[config.mk]
export PLATFORM = sky130hd
export DESIGN_NAME = sha256_sched_stream
export DESIGN_NICKNAME = d
export VERILOG_FILES = /design/src/rtl/sha256_sched_stream.sv
export SDC_FILE = /design/constraint.sdc
export NUM_CORES = 2
export LEC_CHECK = 0
export CAP_MARGIN = 20
export CELL_PAD_IN_SITES_DETAIL_PLACEMENT = 0
export CELL_PAD_IN_SITES_GLOBAL_PLACEMENT = 1
export CORE_ASPECT_RATIO = 1.75
export CORE_UTILIZATION = 39
export DETAILED_ROUTE_END_ITERATION = 8
export PLACE_DENSITY_LB_ADDON = 0.1
export SETUP_SLACK_MARGIN = 0.4
export SYNTH_ARGS = -nofsm -noshare
export SYNTH_HDL_FRONTEND = slang
export SYNTH_SLANG_ARGS = --single-unit
[constraint.sdc]
create_clock -name i_clk -period 4.7 [get_ports i_clk]
set_clock_uncertainty 0.2 [all_clocks]
set_input_delay 0.94 -clock i_clk [delete_from_list [all_inputs] [get_ports i_clk]]
set_output_delay 0.94 -clock i_clk [all_outputs]
set_load 0.01 [all_outputs]
[src/rtl/sha256_sched_stream.sv]
// SHA-256 message-schedule streamer.
// Accepts one 512-bit block and emits W0..W(ROUNDS-1), one word per accepted
// beat. Words W16 and up come from a 16-word sliding window and a single
// sigma0/sigma1 datapath.
// Optional build macro SHA256_SCHED_KT_EN adds o_kt, the round constant Kt for
// the current o_t, read from a 64-entry constant ROM.
module sha256_sched_stream #(
  parameter int unsigned ROUNDS = 64
) (
  input  logic         i_clk,
  input  logic         i_rst_n,
  input  logic         i_clear,
  input  logic [511:0] i_blk,
  input  logic         i_blk_valid,
  output logic         o_blk_ready,
  output logic [31:0]  o_w,
  output logic [5:0]   o_t,
  output logic         o_w_valid,
  input  logic         i_w_ready,
  output logic         o_last
`ifdef SHA256_SCHED_KT_EN
  ,
  output logic [31:0]  o_kt
`endif
);

  localparam logic [5:0] T_LAST = 6'(ROUNDS - 1);

  typedef enum logic {
    IDLE,
    STREAM
  } state_t;

  state_t      state;
  state_t      state_nxt;
  logic [31:0] win [16];
  logic [5:0]  t;
  logic        load;
  logic        beat;
  logic        at_last;
  logic [31:0] w_new;

  function automatic logic [31:0] rotr(input logic [31:0] x, input int unsigned n);
    return (x >> n) | (x << (32 - n));
  endfunction

  function automatic logic [31:0] sigma0(input logic [31:0] x);
    return rotr(x, 7) ^ rotr(x, 18) ^ (x >> 3);
  endfunction

  function automatic logic [31:0] sigma1(input logic [31:0] x);
    return rotr(x, 17) ^ rotr(x, 19) ^ (x >> 10);
  endfunction

  assign at_last = (t == T_LAST);

  // Window position 0 holds W(t), so W(t+16) needs taps 14, 9, 1 and 0.
  assign w_new = sigma1(win[14]) + win[9] + sigma0(win[1]) + win[0];

  // Next-state and handshake decode; i_clear overrides loads and beats.
  always_comb begin
    state_nxt   = state;
    load        = 1'b0;
    beat        = 1'b0;
    o_blk_ready = 1'b0;
    o_w_valid   = 1'b0;
    case (state)
      IDLE: begin
        o_blk_ready = 1'b1;
        if (i_blk_valid && !i_clear) begin
          load      = 1'b1;
          state_nxt = STREAM;
        end
      end
      STREAM: begin
        o_w_valid = 1'b1;
        beat      = i_w_ready && !i_clear;
        if (beat && at_last) begin
          state_nxt = IDLE;
        end
      end
      default: state_nxt = IDLE;
    endcase
    if (i_clear) begin
      state_nxt = IDLE;
    end
  end

  // State register.
  always_ff @(posedge i_clk or negedge i_rst_n) begin
    if (!i_rst_n) begin
      state <= IDLE;
    end else begin
      state <= state_nxt;
    end
  end

  // Round counter: cleared on load, abort and the final beat so it never wraps.
  always_ff @(posedge i_clk or negedge i_rst_n) begin
    if (!i_rst_n) begin
      t <= '0;
    end else if (i_clear || load || (beat && at_last)) begin
      t <= '0;
    end else if (beat) begin
      t <= t + 6'd1;
    end
  end

  // Sliding window: parallel load of the block, shift-by-one on every beat.
  always_ff @(posedge i_clk or negedge i_rst_n) begin
    if (!i_rst_n) begin
      for (int unsigned k = 0; k < 16; k++) begin
        win[k] <= '0;
      end
    end else if (load) begin
      for (int unsigned k = 0; k < 16; k++) begin
        win[k] <= i_blk[511 - 32 * k -: 32];
      end
    end else if (beat) begin
      for (int unsigned k = 0; k < 15; k++) begin
        win[k] <= win[k + 1];
      end
      win[15] <= w_new;
    end
  end

  assign o_w    = win[0];
  assign o_t    = t;
  assign o_last = o_w_valid && at_last;

`ifdef SHA256_SCHED_KT_EN
  function automatic logic [31:0] kt_rom(input logic [5:0] idx);
    logic [31:0] k;
    case (idx)
      6'd0:  k = 32'h428a2f98;  6'd1:  k = 32'h71374491;
      6'd2:  k = 32'hb5c0fbcf;  6'd3:  k = 32'he9b5dba5;
      6'd4:  k = 32'h3956c25b;  6'd5:  k = 32'h59f111f1;
      6'd6:  k = 32'h923f82a4;  6'd7:  k = 32'hab1c5ed5;
      6'd8:  k = 32'hd807aa98;  6'd9:  k = 32'h12835b01;
      6'd10: k = 32'h243185be;  6'd11: k = 32'h550c7dc3;
      6'd12: k = 32'h72be5d74;  6'd13: k = 32'h80deb1fe;
      6'd14: k = 32'h9bdc06a7;  6'd15: k = 32'hc19bf174;
      6'd16: k = 32'he49b69c1;  6'd17: k = 32'hefbe4786;
      6'd18: k = 32'h0fc19dc6;  6'd19: k = 32'h240ca1cc;
      6'd20: k = 32'h2de92c6f;  6'd21: k = 32'h4a7484aa;
      6'd22: k = 32'h5cb0a9dc;  6'd23: k = 32'h76f988da;
      6'd24: k = 32'h983e5152;  6'd25: k = 32'ha831c66d;
      6'd26: k = 32'hb00327c8;  6'd27: k = 32'hbf597fc7;
      6'd28: k = 32'hc6e00bf3;  6'd29: k = 32'hd5a79147;
      6'd30: k = 32'h06ca6351;  6'd31: k = 32'h14292967;
      6'd32: k = 32'h27b70a85;  6'd33: k = 32'h2e1b2138;
      6'd34: k = 32'h4d2c6dfc;  6'd35: k = 32'h53380d13;
      6'd36: k = 32'h650a7354;  6'd37: k = 32'h766a0abb;
      6'd38: k = 32'h81c2c92e;  6'd39: k = 32'h92722c85;
      6'd40: k = 32'ha2bfe8a1;  6'd41: k = 32'ha81a664b;
      6'd42: k = 32'hc24b8b70;  6'd43: k = 32'hc76c51a3;
      6'd44: k = 32'hd192e819;  6'd45: k = 32'hd6990624;
      6'd46: k = 32'hf40e3585;  6'd47: k = 32'h106aa070;
      6'd48: k = 32'h19a4c116;  6'd49: k = 32'h1e376c08;
      6'd50: k = 32'h2748774c;  6'd51: k = 32'h34b0bcb5;
      6'd52: k = 32'h391c0cb3;  6'd53: k = 32'h4ed8aa4a;
      6'd54: k = 32'h5b9cca4f;  6'd55: k = 32'h682e6ff3;
      6'd56: k = 32'h748f82ee;  6'd57: k = 32'h78a5636f;
      6'd58: k = 32'h84c87814;  6'd59: k = 32'h8cc70208;
      6'd60: k = 32'h90befffa;  6'd61: k = 32'ha4506ceb;
      6'd62: k = 32'hbef9a3f7;  default: k = 32'hc67178f2;
    endcase
    return k;
  endfunction

  // Kt follows o_t while streaming and reads zero otherwise.
  assign o_kt = o_w_valid ? kt_rom(t) : '0;
`endif

endmodule

* Word-level counts from Yosys, hierarchy flattened *
Index checks and enable logic that the tools add are counted.

word-level totals
  register bits = 519
  input port bits = 517
  output and inout port bits = 41
  logic and storage cells = 54

cells by class
  add/subtract/negate cells = 4
  equal/unequal tests = 1
  multiplexer cells = 12
  bitwise gates (word level) = 9
  reduce and logical (&&, ||, !) cells = 10

operators with widths
  operator                                      number
  2-to-1 mux 512 bit                            2
  adder 32 bit                                  3
  XOR 32 bit                                    2
  OR 13 x 32 -> 32 bit                          1
  OR 14 x 32 -> 32 bit                          1
  OR 15 x 32 -> 32 bit                          1
  OR 25 x 32 -> 32 bit                          1
  XOR 32 x 22 -> 32 bit                         1
  XOR 32 x 29 -> 32 bit                         1
  2-to-1 mux 6 bit                              2
  2-to-1 mux 1 bit                              7
  adder 6 x 1 -> 6 bit (second input constant)  1
  equality test 6 bit (second input constant)   1
  logical AND 1 bit                             5
  nonzero test 2 bit                            2
  logical OR 1 bit                              2
  case mux 1 bit (2 select lines)               1
  zero test 1 bit                               1
  inverter 1 bit                                1

* Logic depth before layout (Yosys ltp) *
  depth in word-level cells = 8
  mapped depth = 15
  mapped depth without buffers = 14

* Least setup slack after synthesis *
No wires, ideal clock.

  path kind = flip-flop to flip-flop
  start = register win[50] in the netlist's numbering
  end = register win[25] in the netlist's numbering
  library setup time = 136 ps
  arrival time = 3659 ps
  required time = 4364 ps
  setup slack = 705 ps
  stages on the path, launching flop included = 16
  path buffers = 1
  period minus slack after synthesis = 3995 ps
  path through = dfrtp_1 -> clkbuf_1 -> xor2_1 -> xnor2_1 -> fa_1 -> inv_1 -> fa_1 -> ha_1 -> fa_1 -> a21oi_1 -> o22ai_1 -> o21a_4 -> a211o_1 -> a31oi_1 -> xor2_1 -> a21oi_1

between the ends
  longest elaborated chain between the ends = 8

RTL lines
  what                               line  source
  from (decl)                        36    logic [31:0] win [16];
  from (signal, indexed assignment)  117   win[k] <= i_blk[511 - 32 * k -: 32];
  from (signal, indexed assignment)  121   win[k] <= win[k + 1];
  OR 15 x 32 -> 32 bit               44    return (x >> n) | (x << (32 - n));
  XOR 32 bit                         52    return rotr(x, 17) ^ rotr(x, 19) ^ (x >> 10);
  XOR 32 x 22 -> 32 bit (*)          52
  adder 32 bit (*) (3 in series)     58    assign w_new = sigma1(win[14]) + win[9] + sigma0(win[1]) + win[0];
  2-to-1 mux 512 bit (*)             119   end else if (beat) begin
  2-to-1 mux 512 bit (*)             115   end else if (load) begin

Every way passes the cells marked *; elsewhere a longest branch is shown, timed or not. The select of a mux whose other input is x is not followed.
A chain may end at the register's enable or synchronous reset.

* Worst setup path after layout *
  start = register win[54] in the netlist's numbering
  end = register win[30] in the netlist's numbering

between the ends
  longest elaborated chain between the ends = 8
  elaborated cells between the ends (all ways) = 9
  those cells by class = add/sub (3); mux (2); bitwise (4)

RTL lines
  what                                                          line
  OR 13 x 32 -> 32 bit or OR 15 x 32 -> 32 bit (tied branches)  44
  XOR 32 bit                                                    52
  XOR 32 x 22 -> 32 bit (*)                                     52
  adder 32 bit (*) (3 in series)                                58
  2-to-1 mux 512 bit (*)                                        119
  2-to-1 mux 512 bit (*)                                        115

Marks and branches as above.

==> run_results.csv <==
group,metric,value,unit
routing,wirelength,115800,um
grt,antenna_found_initial,12,
grt,grtUsageTotal,31.67,%
clocking,cts_buffers,51,
finish,layout-drive-gt1-share,4.959,%
setup_path,cp.required,4.98,ns
placed_design,dp_cells,4612,
clocking,clk_path_buf_depth,3,
logic_synthesis,yosysTopAreaCellShare,46.59,%
logic_synthesis,synthArstFlopShare,100.0,%
timing,slew_headroom,42.06,%
setup_path,path_cells,"xor2_1, xnor2_1, fa_1, fa_1, inv_1, ha_2, nand2_2, nor4_2, a22oi_2, buf_4, a21oi_4, a31oi_1, xor2_1, o21ai_0",
power,ir_drop,0.8757,mV
timing,setup-violations-final,0,
grt,grt_max_degree,154,
logic_synthesis,synth_ff_type,"dfrtp_1",
placed_design,hpwl,90060,um
logic_synthesis,synth_edf_count,0,
timing,slew_violations,0,
logic_synthesis,netlist_top_cells_area,"dfrtp_1 (47%), nand2_1 (14%), a31oi_1 (11%)",
clocking,clock_sinks,519,
clocking,clock_latency,0.63,ns
floorplan,die_y,355.7,um
routing,vias_per_cell,5.388,
floorplan,rows,129,
logic_synthesis,syn_area,0.02787,mm^2
setup_path,slowest_stage,"fa_1",
timing,rsz0062_at_grt,"yes",
logic_synthesis,syn_area_per_cell,8.191,um^2
floorplan,die_x,204.1,um
routing,drt_first_pass_iters,6,
logic_synthesis,yosys_warnings,0,
setup_path,crit_fanout,6,
logic_synthesis,synth_cell_types,65,
finish,layout.nets,4362,
floorplan,dieArea,0.07259,mm^2
finish,area_delta_synth_final,28.20,%
timing,tightest_slew,0.8691,ns
clocking,holdBufCountCts,0,
setup_path,path_class,"reg2reg",
timing,setup_tns,0,ns
timing,fmax,235.0,MHz
grt,grt_pass1_vias,25643,
logic_synthesis,syn-num-nets,4014,
logic_synthesis,synthCells,3403,
power,p_leak,15.49,nW
routing,ant_nets,0,
clocking,cts_tree,"done",
logic_synthesis,synth_area_leader_cell,"dfrtp_1",
floorplan,initial_core_util,39.43,%
routing,wl_per_cell,24.58,um
clocking,cts-root-buf,"clkbuf_16",
outcome,outcome,"finished, final reports clean",
job,cap_violations,0,
routing,drt_iter0_drc,1986,
setup_path,cp-start-kind,"register",
logic_synthesis,synth-seq-cells,519,
grt,grt-ovfl-total,0,
routing,post-route-drc-count,0,
power,p_per_area,936.1,mW/mm^2
power,finalPower,33.45,mW
timing,period_share,90.55,%
routing,vias,25381,
logic_synthesis,ys_seq_area_share,46.59,%
setup_path,arrival,4.54,ns
timing,hold_slack,0.1289,ns
setup_path,endpoint_kind,"register",
timing,finalHoldViolations,0,
placed_design,io_buffers,557,
floorplan,core_area,0.07070,mm^2
logic_synthesis,yosys-top-cells-count,"nand2_1 (1004), dfrtp_1 (519), nor2_1 (516)",
clocking,path_clk_slew,0.07,ns
timing,fin_crit,4.256,ns
finish,stdcell_count,4711,
placed_design,gp_congestion,0.9600,
grt,grt_first_pass_wirelength,167900,um
floorplan,io_pins,558,
setup_path,cpPeakStageDelay,0.49,ns
logic_synthesis,synth_most_common_cell,"nand2_1",
hold_path,hp-class,"in2async",
clocking,htree_levels,2,
==> layout by cell type (no fill, tap or decap), types with 5 or more instances in the layout <==
| cell type | synthesis | layout |
|---|---|---|
| o21ai_0 | 27 | 27 |
| nand3_1 | 5 | 5 |
| a21o_1 | 11 | 11 |
| nor3_1 | 5 | 5 |
| xor2_1 | 62 | 61 |
| inv_1 | 127 | 127 |
| xnor2_1 | 88 | 76 |
| clkdlybuf4s50_1 | 0 | 556 |
| a22oi_1 | 11 | 11 |
| nand2_1 | 1004 | 1004 |
| clkinv_2 | 0 | 9 |
| o21ai_1 | 5 | 5 |
| dfrtp_2 | 0 | 9 |
| ha_1 | 32 | 28 |
| buf_12 | 0 | 21 |
| fa_1 | 62 | 61 |
| nor2_1 | 516 | 516 |
| clkbuf_1 | 179 | 12 |
| xnor2_2 | 0 | 12 |
| nand4_1 | 5 | 5 |
| clkbuf_16 | 0 | 51 |
| buf_4 | 33 | 30 |
| clkbuf_8 | 0 | 13 |
| a21oi_1 | 47 | 46 |
| dfrtp_1 | 519 | 510 |
| a31oi_1 | 491 | 491 |
==> power by group <==
part / total, mW / switching, mW / internal (mW)
logic: 22.0 / 13.8 / 8.26
clock network: 4.30 / 1.87 / 2.43
registers: 7.11 / 1.29 / 5.82
==> timing repair <==
action,in CTS,in global routing
setup buffers,2,1
endpoints found under the hold margin,0,0
endpoints found under the setup margin,2,15
cloned,0,0
pin swaps,4,7
resized for setup,4,27
==> sequential cells by signal (all words and copies together) (netlist names) <==
signal	flops
o_t	6
win	480
state	1
o_w	32
==> routing by layer <==
layer / routed length, um / share of wire, % / up-vias / global-route usage, %
met1: 44310 / 38 / 12403 / 37.75
met5: 124 / 0.11 / - / 0
met4: 6235 / 5.4 / 18 / 15.90
met3: 6681 / 5.8 / 194 / 4.930
met2: 58460 / 50 / 933 / 54.92
li1: - / - / 11833 / -
==> final cells by class <==
| cell class | count | area [um^2] |
|---|---|---|
| inverters | 127 | 476.7 |
| flip-flops and latches | 519 | 13000 |
| diodes | 3 | 7.507 |
| clock buffers | 76 | 1500 |
| well taps | 917 | 1147 |
| fillers | 6932 | 34960 |
| repair buffers | 608 | 6226 |
| clock inverters | 17 | 214.0 |
| multi-input cells | 2444 | 13170 |
==> metrics by stage <==
stage	utilization (%)	worst slack (ns)	instance area (um^2)
3_3_place_gp	47.87	0.3669	33850
3_5_place_dp	47.87	0.2731	33850
6_report	50.55	0.4441	35740
2_1_floorplan	-	0.7051	27870
5_1_grt	50.54	0.3405	35730
4_1_cts	50.34	0.4172	35590
==> final timing paths <==
| check | from | endpoint | slack, ns | depth (start not counted) |
|---|---|---|---|---|
| max in group asynchronous | i_rst_n | win[332]$_DFFE_PN0P_ | 3.12 | 2 |
| setup reg to reg | win[54]$_DFFE_PN0P_ | win[30]$_DFFE_PN0P_ | 0.44 | 14 |
| setup / recovery | win[54]$_DFFE_PN0P_ | win[30]$_DFFE_PN0P_ | 0.44 | 14 |
| min in group i_clk | win[5]$_DFFE_PN0P_ | win[5]$_DFFE_PN0P_ | 0.30 | 2 |
| hold reg to reg | win[5]$_DFFE_PN0P_ | win[5]$_DFFE_PN0P_ | 0.30 | 2 |
| hold / removal | i_rst_n | win[398]$_DFFE_PN0P_ | 0.13 | 1 |
==> cells by family (layout without fill, tap and decap cells) <==
logic type                 after synthesis  in the layout  synth area share [%]
and+or+nand+nor                       1559           1559                 21.40
AOI/OAI and AO/OA                      641            641                 14.65
DFF                                    519            519                 46.59
buffers and inverters                  440            828                 6.751
xor gates and xnor gates               150            150                 4.713
adders and majority gates               94             94                 5.889
other                                    0              3                     0
==> critical path, delay by kind of cell, from the launching register on <==
kind | cells | cell delay, ns
adder cells (fa/ha/maj) | 3 | 1.36
AND/OR/NAND/NOR | 2 | 0.47
flip-flops | 1 | 0.48
XOR/XNOR | 3 | 0.76
AO/OA/AOI/OAI | 4 | 0.61
buffers and inverters | 2 | 0.22
Note: power is estimated with default switching activity, not from simulation.
